===== src/rtl/disp_scan_ctrl.sv =====
// disp_scan_ctrl: multiplexed 4-digit seven-segment display controller.
// A phase accumulator produces the scan tick; each tick rotates the active
// anode to the next enabled digit. New display contents arrive over a
// valid/ready port into a one-entry pending slot and are promoted to the
// active registers only on a frame-boundary tick, so a frame never mixes
// two values. All anode/segment/dp outputs are registered and active-low.
module disp_scan_ctrl #(
  parameter int ACC_WIDTH = 26,
  parameter int STEP      = 160,
  parameter bit LZB       = 1'b0
) (
  input  logic        clk,
  input  logic        reset,
  input  logic [15:0] in_val,
  input  logic [3:0]  in_mask,
  input  logic [3:0]  in_dp,
  input  logic        in_valid,
  output logic        in_ready,
  output logic        upd_done,
  output logic        scan_tick,
  output logic [3:0]  an,
  output logic [6:0]  seg,
  output logic        dp
);

  localparam logic [ACC_WIDTH:0] STEP_EXT = (ACC_WIDTH + 1)'(STEP);

  // Hex nibble to active-low {g,f,e,d,c,b,a}.
  function automatic logic [6:0] seg_decode(input logic [3:0] nib);
    logic [6:0] s;
    case (nib)
      4'h0:    s = 7'b1000000;
      4'h1:    s = 7'b1111001;
      4'h2:    s = 7'b0100100;
      4'h3:    s = 7'b0110000;
      4'h4:    s = 7'b0011001;
      4'h5:    s = 7'b0010010;
      4'h6:    s = 7'b0000010;
      4'h7:    s = 7'b1111000;
      4'h8:    s = 7'b0000000;
      4'h9:    s = 7'b0010000;
      4'hA:    s = 7'b0001000;
      4'hB:    s = 7'b0000011;
      4'hC:    s = 7'b1000110;
      4'hD:    s = 7'b0100001;
      4'hE:    s = 7'b0000110;
      4'hF:    s = 7'b0001110;
      default: s = 7'b1111111;
    endcase
    return s;
  endfunction

  // Next enabled digit above idx (wrapping). A single enabled digit returns
  // itself; an empty mask simply steps by one.
  function automatic logic [1:0] next_digit(input logic [1:0] idx,
                                            input logic [3:0] mask);
    logic [1:0] res;
    logic [1:0] cand;
    logic       found;
    res   = idx + 2'd1;
    found = 1'b0;
    for (int i = 1; i <= 4; i++) begin
      cand = idx + 2'(i);
      if (!found && mask[cand]) begin
        res   = cand;
        found = 1'b1;
      end else begin
        res   = res;
      end
    end
    return res;
  endfunction

  // True when digit idx (>0) and every higher digit are zero.
  function automatic logic lead_zero(input logic [15:0] val,
                                     input logic [1:0]  idx);
    logic z;
    case (idx)
      2'd1:    z = (val[15:4]  == 12'h000);
      2'd2:    z = (val[15:8]  == 8'h00);
      2'd3:    z = (val[15:12] == 4'h0);
      default: z = 1'b0;
    endcase
    return z;
  endfunction

  logic [ACC_WIDTH-1:0] acc_q, acc_d;
  logic [ACC_WIDTH:0]   acc_sum_s;
  logic                 tick_q, tick_d;
  logic [1:0]           idx_q, idx_d;
  logic [1:0]           nidx_s;
  logic                 boundary_s;
  logic [3:0]           nib_s;
  logic [15:0]          act_val_q, act_val_d;
  logic [3:0]           act_mask_q, act_mask_d;
  logic [3:0]           act_dp_q, act_dp_d;
  logic                 pend_full_q, pend_full_d;
  logic [15:0]          pend_val_q, pend_val_d;
  logic [3:0]           pend_mask_q, pend_mask_d;
  logic [3:0]           pend_dp_q, pend_dp_d;
  logic                 upd_q, upd_d;
  logic [3:0]           an_q, an_d;
  logic [6:0]           seg_q, seg_d;
  logic                 dp_q, dp_d;

  // Scan-rate accumulator; the carry out becomes next cycle's scan tick.
  always_comb begin
    acc_sum_s = {1'b0, acc_q} + STEP_EXT;
    acc_d     = acc_sum_s[ACC_WIDTH-1:0];
    tick_d    = acc_sum_s[ACC_WIDTH];
  end

  // Digit rotation, frame-boundary apply, pending capture and output decode.
  always_comb begin
    idx_d       = idx_q;
    act_val_d   = act_val_q;
    act_mask_d  = act_mask_q;
    act_dp_d    = act_dp_q;
    pend_full_d = pend_full_q;
    pend_val_d  = pend_val_q;
    pend_mask_d = pend_mask_q;
    pend_dp_d   = pend_dp_q;
    upd_d       = 1'b0;
    an_d        = an_q;
    seg_d       = seg_q;
    dp_d        = dp_q;
    nidx_s      = next_digit(idx_q, act_mask_q);
    boundary_s  = (nidx_s <= idx_q);

    // Apply only on a boundary tick; the slot is full so no capture can
    // happen in the same cycle.
    if (tick_q) begin
      idx_d = nidx_s;
      if (boundary_s && pend_full_q) begin
        act_val_d   = pend_val_q;
        act_mask_d  = pend_mask_q;
        act_dp_d    = pend_dp_q;
        pend_full_d = 1'b0;
        upd_d       = 1'b1;
      end else begin
        upd_d       = 1'b0;
      end
    end else begin
      idx_d = idx_q;
    end

    if (in_valid && !pend_full_q) begin
      pend_val_d  = in_val;
      pend_mask_d = in_mask;
      pend_dp_d   = in_dp;
      pend_full_d = 1'b1;
    end else begin
      pend_val_d  = pend_val_d;
    end

    // Outputs follow the post-tick digit and the (possibly new) active value.
    nib_s = act_val_d[{idx_d, 2'b00} +: 4];
    if (tick_q) begin
      if (!act_mask_d[idx_d]) begin
        an_d  = 4'b1111;
        seg_d = 7'b1111111;
        dp_d  = 1'b1;
      end else if (LZB && lead_zero(act_val_d, idx_d)) begin
        an_d  = ~(4'b0001 << idx_d);
        seg_d = 7'b1111111;
        dp_d  = 1'b1;
      end else begin
        an_d  = ~(4'b0001 << idx_d);
        seg_d = seg_decode(nib_s);
        dp_d  = ~act_dp_d[idx_d];
      end
    end else begin
      an_d  = an_q;
      seg_d = seg_q;
      dp_d  = dp_q;
    end
  end

  // State and output registers; reset blanks the display and drops pending.
  always_ff @(posedge clk or posedge reset) begin
    if (reset) begin
      acc_q       <= '0;
      tick_q      <= 1'b0;
      idx_q       <= 2'd0;
      act_val_q   <= 16'h0000;
      act_mask_q  <= 4'hF;
      act_dp_q    <= 4'h0;
      pend_full_q <= 1'b0;
      pend_val_q  <= 16'h0000;
      pend_mask_q <= 4'h0;
      pend_dp_q   <= 4'h0;
      upd_q       <= 1'b0;
      an_q        <= 4'b1111;
      seg_q       <= 7'b1111111;
      dp_q        <= 1'b1;
    end else begin
      acc_q       <= acc_d;
      tick_q      <= tick_d;
      idx_q       <= idx_d;
      act_val_q   <= act_val_d;
      act_mask_q  <= act_mask_d;
      act_dp_q    <= act_dp_d;
      pend_full_q <= pend_full_d;
      pend_val_q  <= pend_val_d;
      pend_mask_q <= pend_mask_d;
      pend_dp_q   <= pend_dp_d;
      upd_q       <= upd_d;
      an_q        <= an_d;
      seg_q       <= seg_d;
      dp_q        <= dp_d;
    end
  end

  assign in_ready  = ~pend_full_q;
  assign upd_done  = upd_q;
  assign scan_tick = tick_q;
  assign an        = an_q;
  assign seg       = seg_q;
  assign dp        = dp_q;

endmodule


===== config.mk =====
export PLATFORM = sky130hd
export DESIGN_NAME = disp_scan_ctrl
export DESIGN_NICKNAME = d
export VERILOG_FILES = /design/src/rtl/disp_scan_ctrl.sv
export SDC_FILE = /design/constraint.sdc
export NUM_CORES = 1
export LEC_CHECK = 0
export BUFFER_PORTS_ARGS = -buffer_cell sky130_fd_sc_hd__buf_2
export CAP_MARGIN = 20
export CELL_PAD_IN_SITES_DETAIL_PLACEMENT = 1
export CELL_PAD_IN_SITES_GLOBAL_PLACEMENT = 1
export CORE_MARGIN = 2
export CORE_UTILIZATION = 40
export CTS_CLUSTER_DIAMETER = 200
export CTS_CLUSTER_SIZE = 16
export DETAILED_ROUTE_END_ITERATION = 12
export PLACE_DENSITY = 0.7
export SYNTH_ARGS = -nofsm -noshare
export SYNTH_HDL_FRONTEND = slang
export SYNTH_SLANG_ARGS = --single-unit

===== constraint.sdc =====
create_clock -name clk -period 5.25 [get_ports clk]
set_clock_uncertainty 0.15 [all_clocks]
set_input_delay 0.525 -clock clk [delete_from_list [all_inputs] [get_ports clk]]
set_output_delay 0.525 -clock clk [all_outputs]
set_load 0.005 [all_outputs]

==> results of run 1 <==
timing repair:
action | CTS | global route
hold buffers | 1 | 0
resized for setup | 0 | 0
setup endpoints to repair | 0 | 0
endpoints found under the hold margin | 14 | 0
per-layer routing:
layer  up-vias  GRT usage
li1       1381          -
met1      1454      0.236
met2        44      0.297
met3         9     0.0325
met4         0     0.0705
met5         -          0
report_power, final:
part	internal [W]	leakage, nW	switching [W]
clock	0.000234	0.0947	0.000229
sequential	0.000684	1.07	0.0000167
combinational	0.0000258	1.12	0.0000226
total	0.000944	2.28	0.000268
stage by stage:
| step | power [W] | hold slack, ns |
|---|---|---|
| finish | 0.00121 | 0.245 |
| global route | 0.00127 | 0.229 |
| CTS | 0.00123 | 0.231 |
| detailed placement | 0.000764 | 0.297 |
| global placement | 0.000760 | 0.291 |
| floorplan | 0.000738 | 0.272 |
state kept, by name (all words and copies together), names as in the netlist:
register	cells
upd_done	1
idx_q	2
scan_tick	1
seg	7
act_val_q	16
acc_q	21
act_mask_q	4
pend_mask_q	4
pend_val_q	16
pend_dp_q	4
dp	1
act_dp_q	4
pend_full_q	1
an	4
kinds of logic after synthesis:
| logic type | after synthesis | share of synthesized area |
|---|---|---|
| AND/OR/NAND/NOR | 111 | 0.123 |
| flip-flops | 86 | 0.519 |
| AO/OA/AOI/OAI | 57 | 0.0995 |
| multiplexers | 57 | 0.160 |
| buffers and inverters | 29 | 0.0302 |
| XOR/XNOR | 20 | 0.0418 |
| adder cells (fa/ha/maj) | 9 | 0.0269 |
synthesized netlist by cell type (2+ instances only):
cell	number
mux4_2	2
buf_2	3
or2b_1	3
nor2_1	29
dfstp_2	16
nand4b_1	2
a21o_1	3
o31ai_1	2
mux2_2	41
nand3b_1	2
o21ai_0	14
dfrtp_1	70
and3_1	6
clkbuf_1	6
mux2i_1	12
xor2_1	5
xnor2_1	15
or3_1	2
a211oi_1	3
o31a_2	2
o22ai_1	2
nand2b_1	6
o311a_1	2
ha_1	9
inv_1	15
nor2b_1	2
nand2_1	42
nand3_1	13
a31oi_1	6
a21boi_0	2
a21oi_1	6
a41oi_1	2
layout by cell type (no fill, tap or decap), drive strengths merged, types with 3 or more instances in the layout:
| cell | netlist | layout |
|---|---|---|
| buf | 6 | 46 |
| dfrtp | 70 | 70 |
| a31oi | 6 | 6 |
| mux2i | 12 | 12 |
| mux4 | 3 | 3 |
| mux2 | 42 | 42 |
| ha | 9 | 9 |
| and3 | 6 | 6 |
| nand2 | 42 | 42 |
| dfstp | 16 | 16 |
| nor2 | 29 | 29 |
| a21o | 3 | 3 |
| nand3 | 13 | 13 |
| clkinv | 1 | 3 |
| xnor2 | 15 | 15 |
| clkbuf | 6 | 14 |
| or3 | 3 | 3 |
| a21oi | 6 | 6 |
| xor2 | 5 | 5 |
| nand2b | 6 | 6 |
| inv | 16 | 15 |
| o21ai | 15 | 15 |
| a211oi | 3 | 3 |
| or2b | 3 | 3 |
path summary, 6_finish.rpt:
check                           cells past startpoint              to     startpoint
max in group asynchronous                           4   act_val_q[11]          reset
worst min register to register                      1        acc_q[5]       acc_q[5]
worst min-delay path                                2   pend_val_q[4]      in_val[4]
worst max register to register                     14          seg[2]  act_mask_q[3]
worst max-delay path                               14          seg[2]  act_mask_q[3]
min in group asynchronous                           3  pend_mask_q[2]          reset
layout make-up:
type,instances,area [um^2],share of cell area
flip-flops and latches,86,2170,0.457
multi-input cells,254,1890,0.398
repair buffers,47,260,0.0548
well taps,136,170,0.0358
clock buffers,14,153,0.0321
inverters,17,67.6,0.0142
clock inverters,2,35.0,0.00738
critical path, cell delays in order, from the launching register on:
cell and delay [ns]:
dfstp_2 0.59, nor2_1 0.07, o311a_1 0.31, nor3_1 0.22
ha_1 0.27, nor2b_1 0.15, o21ai_0 0.38, nand2_1 0.27
mux2_2 0.35, mux2_2 0.26, mux2i_1 0.49, inv_1 0.14
ha_1 0.27, or3_1 0.38, a31oi_1 0.17
==> out/metrics.cfg, run 1 <==
[cts]
cts_root_buf = clkbuf_8
worstSkewPairLatency_ns = 0.35
cts_setup_buffers = 0
path_clk_slew_ns = 0.08
htree_num_levels = 3
cts.sinks = 86
cts_tree = yes
cts_max_path_buffers = 2
cts_buffers = 9

[logic_synthesis]
ys_seq_area_frac = 0.519
synthCells = 369
synthesis.nets = 405
syn_area_per_cell_um2 = 11.3
synth_edf_count = 0
yosysTopAreaCell = dfrtp_1
synth_async_sr_flop_share = 1.00
synth_area_leaders = dfrtp_1, mux2_2, dfstp_2, nand2_1, xnor2_1
ys_seq_elements = 86
synth_warnings = 0
netlist_area_mm2 = 0.00419
synth_top_area_share = 0.418
yosys.cell_types.count = 56
synth_ff_type = dfrtp_1

[grt]
grt_start_max_net_pins = 69
first_global_vias = 3110
grt_use_total = 0.180
overflow = 0
antenna_found_initial = 0
grt_pass1_wl_mm = 15.8

[placement]
globalplace.congestion = 0.825
dp_hpwl_mm = 6.55
io_buffers = 41
pre_cts_ws_ns = 0.717
placed_area_mm2 = 0.00455
dp.cells = 539

[route]
topRoutingLayerUsed = met4
first_pass_iters = 4
vias_per_cell = 5.19
route.detailed.drc = 0
ant_nets = 0
wl_met2_mm = 4.44
drt_iter0_markers = 125
vias = 2888
routed_wl_mm = 9.01
wl_met1_mm = 4.09
avgRoutedWirePerCell_um = 16.2
wl_met3_um = 340

[setup_path]
end_kind = register
crit_required_ns = 5.38
startpoint_type = register
worstPathMaxFanout = 7
r2r_slack_ns = 0.73
timing.critical_path.arrival_ns = 4.65
criticalPathCategory = reg -> reg

[worst_hold_path]
hold_path_class = in -> reg

[timing]
tightest_slew_ns = 0.840
totalNegativeSetupSlack_ns = 0
period_minus_slack_ns = 4.52
hold_viol = 0
finalCritPeriodShare = 0.861
relSlewSlack = 0.440
setup_viol = 0
rsz0062_at_grt = no
worst_slack_ns = 0.732
maxSlewViolCount = 0
max_freq_mhz = 221

[cells_and_area]
syn_to_final_growth_pct = 13.4
final_util = 0.464
fin_cells = 556
stdcell_area_mm2 = 0.00475
fill_cells = 1126
nets = 451
insertedDiodeCount = 0
drive_gt1_frac = 0.305

[power]
vdd_drop_max_uv = 120
power-per-cell-area_mw_per_mm2 = 255
p_leak_nw = 2.28

[floorplan]
start_util = 0.409
die_h_um = 106
rows = 37
die_width_um = 106
ios = 42
core_area_mm2 = 0.0102
die_area_mm2 = 0.0113

[job]
drv_cap = 0

[run_status]
status = completed

No activity file was read; power rests on OpenSTA's default activity.
==> run 2: changes to the inputs <==
--- a/config.mk
+++ b/config.mk
@@ -5,7 +5,6 @@
 export SDC_FILE = /design/constraint.sdc
 export NUM_CORES = 1
 export LEC_CHECK = 0
-export BUFFER_PORTS_ARGS = -buffer_cell sky130_fd_sc_hd__buf_2
 export CAP_MARGIN = 20
 export CELL_PAD_IN_SITES_DETAIL_PLACEMENT = 1
 export CELL_PAD_IN_SITES_GLOBAL_PLACEMENT = 1
@@ -14,7 +13,8 @@
 export CTS_CLUSTER_DIAMETER = 200
 export CTS_CLUSTER_SIZE = 16
 export DETAILED_ROUTE_END_ITERATION = 12
-export PLACE_DENSITY = 0.7
+export DONT_BUFFER_PORTS = 1
+export PLACE_DENSITY = 0.66
 export SYNTH_ARGS = -nofsm -noshare
 export SYNTH_HDL_FRONTEND = slang
 export SYNTH_SLANG_ARGS = --single-unit
==> constraint.sdc (replaced) <==
create_clock -name clk -period 5.7 [get_ports clk]
set_clock_uncertainty 0.15 [all_clocks]
set_input_delay 0.57 -clock clk [delete_from_list [all_inputs] [get_ports clk]]
set_output_delay 0.57 -clock clk [all_outputs]
set_load 0.01 [all_outputs]
==> out/metrics.cfg, run 2 (synthesized netlist as in run 1, its figures left out) <==
[cts]
htree_num_levels = 3  ; unchanged
cts.sinks = 86  ; unchanged
cts_tree = yes
cts_resized = 0  ; unchanged
worstSkewPairLatency_ns = 0.35  ; about the same
cts_root_buf = clkbuf_8
cts_setup_buffers = 0  ; unchanged
cts_buffers = 9  ; unchanged
path_clk_slew_ns = 0.09  ; about the same
cts_max_path_buffers = 2  ; unchanged

[timing]
worst_slack_ns = 1.22  ; +0.487 ns
max_freq_mhz = 223  ; +0.83%
period_minus_slack_ns = 4.48  ; -0.0372 ns
finalCritPeriodShare = 0.786  ; -0.0745
tightest_slew_ns = 0.930  ; +0.0900 ns
relSlewSlack = 0.362  ; -0.0778
worst_hold_slack_ns = 0.213  ; -0.0321 ns
totalNegativeSetupSlack_ns = 0  ; unchanged
rsz0062_at_grt = no
hold_viol = 0  ; unchanged
maxSlewViolCount = 0  ; unchanged
setup_viol = 0  ; unchanged

[setup_path]
r2r_cells = 14  ; unchanged
end_kind = register
crit_required_ns = 5.83  ; +0.45 ns
endpoint = seg[2]
timing.rr.end = seg[2]
reg2reg_from = act_mask_q[3]
r2r_slack_ns = 1.22  ; +0.49 ns
startpoint_type = register
criticalPathCategory = reg -> reg
crit_start = act_mask_q[3]
worstPathMaxFanout = 7  ; unchanged
timing.critical_path.arrival_ns = 4.61  ; -0.04 ns

[floorplan]
die_h_um = 106  ; unchanged
die_width_um = 106  ; unchanged
ios = 42  ; unchanged
core_area_mm2 = 0.0102  ; unchanged
die_area_mm2 = 0.0113  ; unchanged
rows = 37  ; unchanged
start_util = 0.409  ; unchanged

[route]
vias_per_cell = 5.31  ; +2.3%
route.detailed.drc = 0  ; unchanged
first_pass_iters = 4  ; unchanged
ant_nets = 0  ; unchanged
vias = 2737  ; -5.2%
routed_wl_mm = 8.64  ; -4.2%
drt_iter0_markers = 104  ; -17%
avgRoutedWirePerCell_um = 16.8  ; +3.5%

[job]
drv_cap = 0  ; unchanged

[grt]
first_global_vias = 2951  ; -5.1%
grt_use_total = 0.167  ; -0.0136
grt_start_max_net_pins = 87  ; +26%
antenna_found_initial = 0  ; unchanged
grt_pass1_wl_mm = 14.8  ; -6.8%
overflow = 0  ; unchanged

[cells_and_area]
fill_cells = 1097  ; -2.6%
final_common_cell = dfrtp_1
stdcell_area_mm2 = 0.00459  ; -3.3%
syn_to_final_growth_pct = 9.68
nets = 410  ; -9.1%
top_register = acc_q
insertedDiodeCount = 0  ; unchanged
largest_reg_flops = 21  ; unchanged
reg.largest.list = acc_q (21), act_val_q (16), pend_val_q (16)
layout_common_cells = dfrtp_1, nand2_1, mux2_2
drive_gt1_frac = 0.237  ; -0.0673

[worst_hold_path]
hold_path_class = in -> reg

[placement]
placed_area_mm2 = 0.00433  ; -4.8%
io_buffers = 0  ; -100%
pre_cts_ws_ns = 1.20  ; +0.481 ns
dp_hpwl_mm = 6.23  ; -4.8%
globalplace.congestion = 0.864  ; +4.7%

[run_status]
status = completed

[power]
power_w = 0.00117  ; -3.7%
vdd_drop_max_uv = 141  ; +17%
p_leak_nw = 2.12  ; -7.0%
power-per-cell-area_mw_per_mm2 = 254  ; -0.46%

-- run 2: routing by layer --
| layer | up-vias | track usage | share of wire |
|---|---|---|---|
| met3 | 14 | 0.0417 | 0.042 |
| met1 | 1384 | 0.218 | 0.47 |
| li1 | 1298 | - | - |
| met5 | - | 0 | 0 |
| met2 | 41 | 0.266 | 0.47 |
| met4 | 0 | 0.0658 | 0.017 |
-- run 2: repair_timing --
| action | 4_1_cts | 5_1_grt |
|---|---|---|
| setup endpoints to repair | 0 | 0 |
| hold endpoints to repair | 0 | 20 |
| hold buffers | 0 | 1 |
-- run 2: final cells by class --
type / count / area (um^2) / area share
repair buffers: 6 / 67.6 / 0.0147
flip-flops and latches: 86 / 2170 / 0.473
multi-input cells: 254 / 1890 / 0.412
inverters: 17 / 67.6 / 0.0147
clock inverters: 5 / 82.6 / 0.0180
well taps: 136 / 170 / 0.0371
clock buffers: 11 / 141 / 0.0308
-- run 2: where the power goes --
part | internal, W | switching [W] | total, W
logic | 0.0000197 | 0.0000185 | 0.0000381
clock network | 0.000260 | 0.000223 | 0.000483
registers | 0.000630 | 0.0000147 | 0.000645
-- run 2: critical path: stages (launching register included) --
cell     delay (ns)
dfstp_2        0.59
nor2_1         0.07
o311a_1        0.30
nor3_1         0.21
ha_1           0.27
nor2b_1        0.14
o21ai_0        0.36
nand2_1        0.25
mux2_2         0.33
mux2_2         0.26
mux2i_1        0.52
inv_1          0.14
ha_1           0.27
or3_1          0.38
a31oi_1        0.17
-- run 2: worst min-delay path by stage --
| stage | slack (ns) | from | depth (start not counted) | endpoint |
|---|---|---|---|---|
| global route | 0.19 | in_val[4] | 1 | pend_val_q[4] |
| floorplan | 0.27 | acc_q[5] | 1 | acc_q[5] |
| global placement | 0.29 | acc_q[5] | 1 | acc_q[5] |
| detailed placement | 0.30 | acc_q[22] | 1 | acc_q[22] |
| finish | 0.21 | in_valid | 2 | pend_full_q |
| CTS | 0.20 | in_val[4] | 1 | pend_val_q[4] |
-- run 2: metrics by stage --
step,instances,utilization
after global placement,497,0.423
after detailed placement,497,0.423
after CTS,513,0.445
after global routing,515,0.449
final,515,0.449
after floorplan,369,-
==> run 3: changes to the inputs <==
==> constraint.sdc (replaced) <==
create_clock -name clk -period 4.4 [get_ports clk]
set_clock_uncertainty 0.15 [all_clocks]
set_input_delay 0.44 -clock clk [delete_from_list [all_inputs] [get_ports clk]]
set_output_delay 0.44 -clock clk [all_outputs]
set_load 0.01 [all_outputs]
==> out/metrics.cfg, run 3 (synthesized netlist as in run 1, its figures left out) <==
[timing]
tightest_slew_ns = 0.618  ; -0.312 ns
hold_viol = 0  ; unchanged
finalCritPeriodShare = 0.916  ; +0.130
period_minus_slack_ns = 4.03  ; -0.451 ns
totalNegativeSetupSlack_ns = 0  ; unchanged
setup_viol = 0  ; unchanged
relSlewSlack = 0.586  ; +0.224
maxSlewViolCount = 0  ; unchanged
max_freq_mhz = 248  ; +11%
rsz0062_at_grt = no
worst_slack_ns = 0.370  ; -0.849 ns

[setup_path]
crit_required_ns = 4.54  ; -1.29 ns
startpoint_type = register
cp_cell_sequence = nor2_1 > o311a_1 > nor3_1 > ha_1 > nor2b_1 > o21ai_0 > nand2_2 > mux2_2 > mux2_2 > mux2i_1 > buf_4 > ha_1 > inv_1 > o31a_2 > o22ai_1
timing.critical_path.arrival_ns = 4.17  ; -0.44 ns
end_kind = register
criticalPathCategory = reg -> reg
cp_slowest_cell = dfstp_2
worstPathMaxFanout = 11  ; +4
cpPeakStageDelay_ns = 0.59  ; about the same

[floorplan]
start_util = 0.409  ; unchanged
die_area_mm2 = 0.0113  ; unchanged
rows = 37  ; unchanged
die_h_um = 106  ; unchanged
ios = 42  ; unchanged
die_width_um = 106  ; unchanged
core_area_mm2 = 0.0102  ; unchanged

[grt]
antenna_found_initial = 0  ; unchanged
grt_start_max_net_pins = 62  ; -29%
overflow = 0  ; unchanged
first_global_vias = 3042  ; +3.1%
grt_use_total = 0.181  ; +0.0148
grt_pass1_wl_mm = 15.9  ; +7.6%

[cells_and_area]
top_register = acc_q
syn_to_final_growth_pct = 10.4
insertedDiodeCount = 0  ; unchanged
largest_reg_flops = 21  ; unchanged
drive_gt1_frac = 0.254  ; +0.0164
layout_common_cells = dfrtp_1, mux2_2, nand2_1
final_common_cell = dfrtp_1
reg.largest.list = acc_q (21), act_val_q (16), pend_val_q (16)
nets = 417  ; +1.7%

[cts]
cts_buffers = 9  ; unchanged
cts_max_path_buffers = 2  ; unchanged
htree_num_levels = 3  ; unchanged
worstSkewPairLatency_ns = 0.36  ; about the same
cts_tree = yes
cts.sinks = 86  ; unchanged
path_clk_slew_ns = 0.09  ; about the same
cts_root_buf = clkbuf_8
cts_setup_buffers = 0  ; unchanged

[route]
routed_wl_mm = 9.17  ; +6.2%
first_pass_iters = 4  ; unchanged
vias_per_cell = 5.35  ; +0.75%
vias = 2795  ; +2.1%
route.detailed.drc = 0  ; unchanged
drt_iter0_markers = 71  ; -32%
ant_nets = 0  ; unchanged
avgRoutedWirePerCell_um = 17.6  ; +4.8%

[run_status]
status = completed

[placement]
globalplace.congestion = 0.812  ; -6.0%
pre_cts_ws_ns = 0.277  ; -0.921 ns
io_buffers = 0  ; unchanged
dp_hpwl_mm = 6.54  ; +5.0%

[worst_hold_path]
hold_path_class = in -> reg

[power]
power_w = 0.00145  ; +24%
power-per-cell-area_mw_per_mm2 = 313  ; +23%
p_leak_nw = 2.13  ; +0.64%
vdd_drop_max_uv = 180  ; +28%

[job]
drv_cap = 0  ; unchanged

## run 3: cell count changes in the layout (fill, tap and decap cells not counted), sizes merged
cell / previous run / this run
clkinv: 5 / 4
inv: 15 / 16
buf: 5 / 12
bufinv: 2 / 1
clkinvlp: 0 / 2
clkbuf: 11 / 10
## run 3: metrics by stage
step | instances | hold slack, ns | util | area (um^2)
after CTS | 520 | 0.0498 | 0.448 | 4580
after global placement | 504 | 0.292 | 0.428 | 4380
after floorplan | 369 | 0.272 | - | 4190
after global routing | 522 | 0.0453 | 0.452 | 4620
final | 522 | 0.0674 | 0.452 | 4620
after detailed placement | 504 | 0.308 | 0.428 | 4380
## run 3: cell type report
| class | instances | area (um^2) |
|---|---|---|
| fillers | 1098 | 5610 |
| inverters | 17 | 67.6 |
| flip-flops and latches | 86 | 2170 |
| well taps | 136 | 170 |
| clock inverters | 6 | 71.3 |
| clock buffers | 10 | 128 |
| multi-input cells | 254 | 1890 |
| repair buffers | 13 | 120 |
## run 3: worst paths after layout
path / slack [ns] / cells after the start / end / startpoint
min reg2reg: 0.31 / 1 / acc_q[5] / acc_q[5]
max in group asynchronous: 2.79 / 4 / seg[1] / reset
max reg2reg: 0.37 / 15 / seg[6] / act_mask_q[3]
min in group asynchronous: 0.35 / 2 / acc_q[15] / reset
min: 0.07 / 2 / pend_full_q / in_valid
max: 0.37 / 15 / seg[6] / act_mask_q[3]
## run 3: repair_timing
item / CTS / global route
resized for setup: 0 / 1
endpoints found under the setup margin: 0 / 4
hold buffers: 0 / 1
endpoints found under the hold margin: 0 / 17
## run 3: report_power, final
part | switching [W] | leakage [nW] | internal [W]
logic | 0.0000245 | 0.970 | 0.0000254
registers | 0.0000208 | 1.07 | 0.000816
clock network | 0.000295 | 0.0931 | 0.000266
## run 3: worst max-delay path, delay by kind of cell (launching register included)
| family | cells | cell delay, ns |
|---|---|---|
| adder cells (fa/ha/maj) | 2 | 0.43 |
| flip-flops | 1 | 0.59 |
| AND/OR/NAND/NOR | 4 | 0.68 |
| multiplexers | 3 | 0.79 |
| buffers and inverters | 2 | 0.23 |
| AO/OA/AOI/OAI | 4 | 1.09 |
## run 3: routing by layer
metal / wire length [um] / GRT usage / up-vias
met3: 514 / 0.0503 / 11
met1: 4180 / 0.241 / 1421
met4: 121 / 0.0592 / 0
met2: 4350 / 0.287 / 46
met5: 0 / 0 / -
li1: - / - / 1317
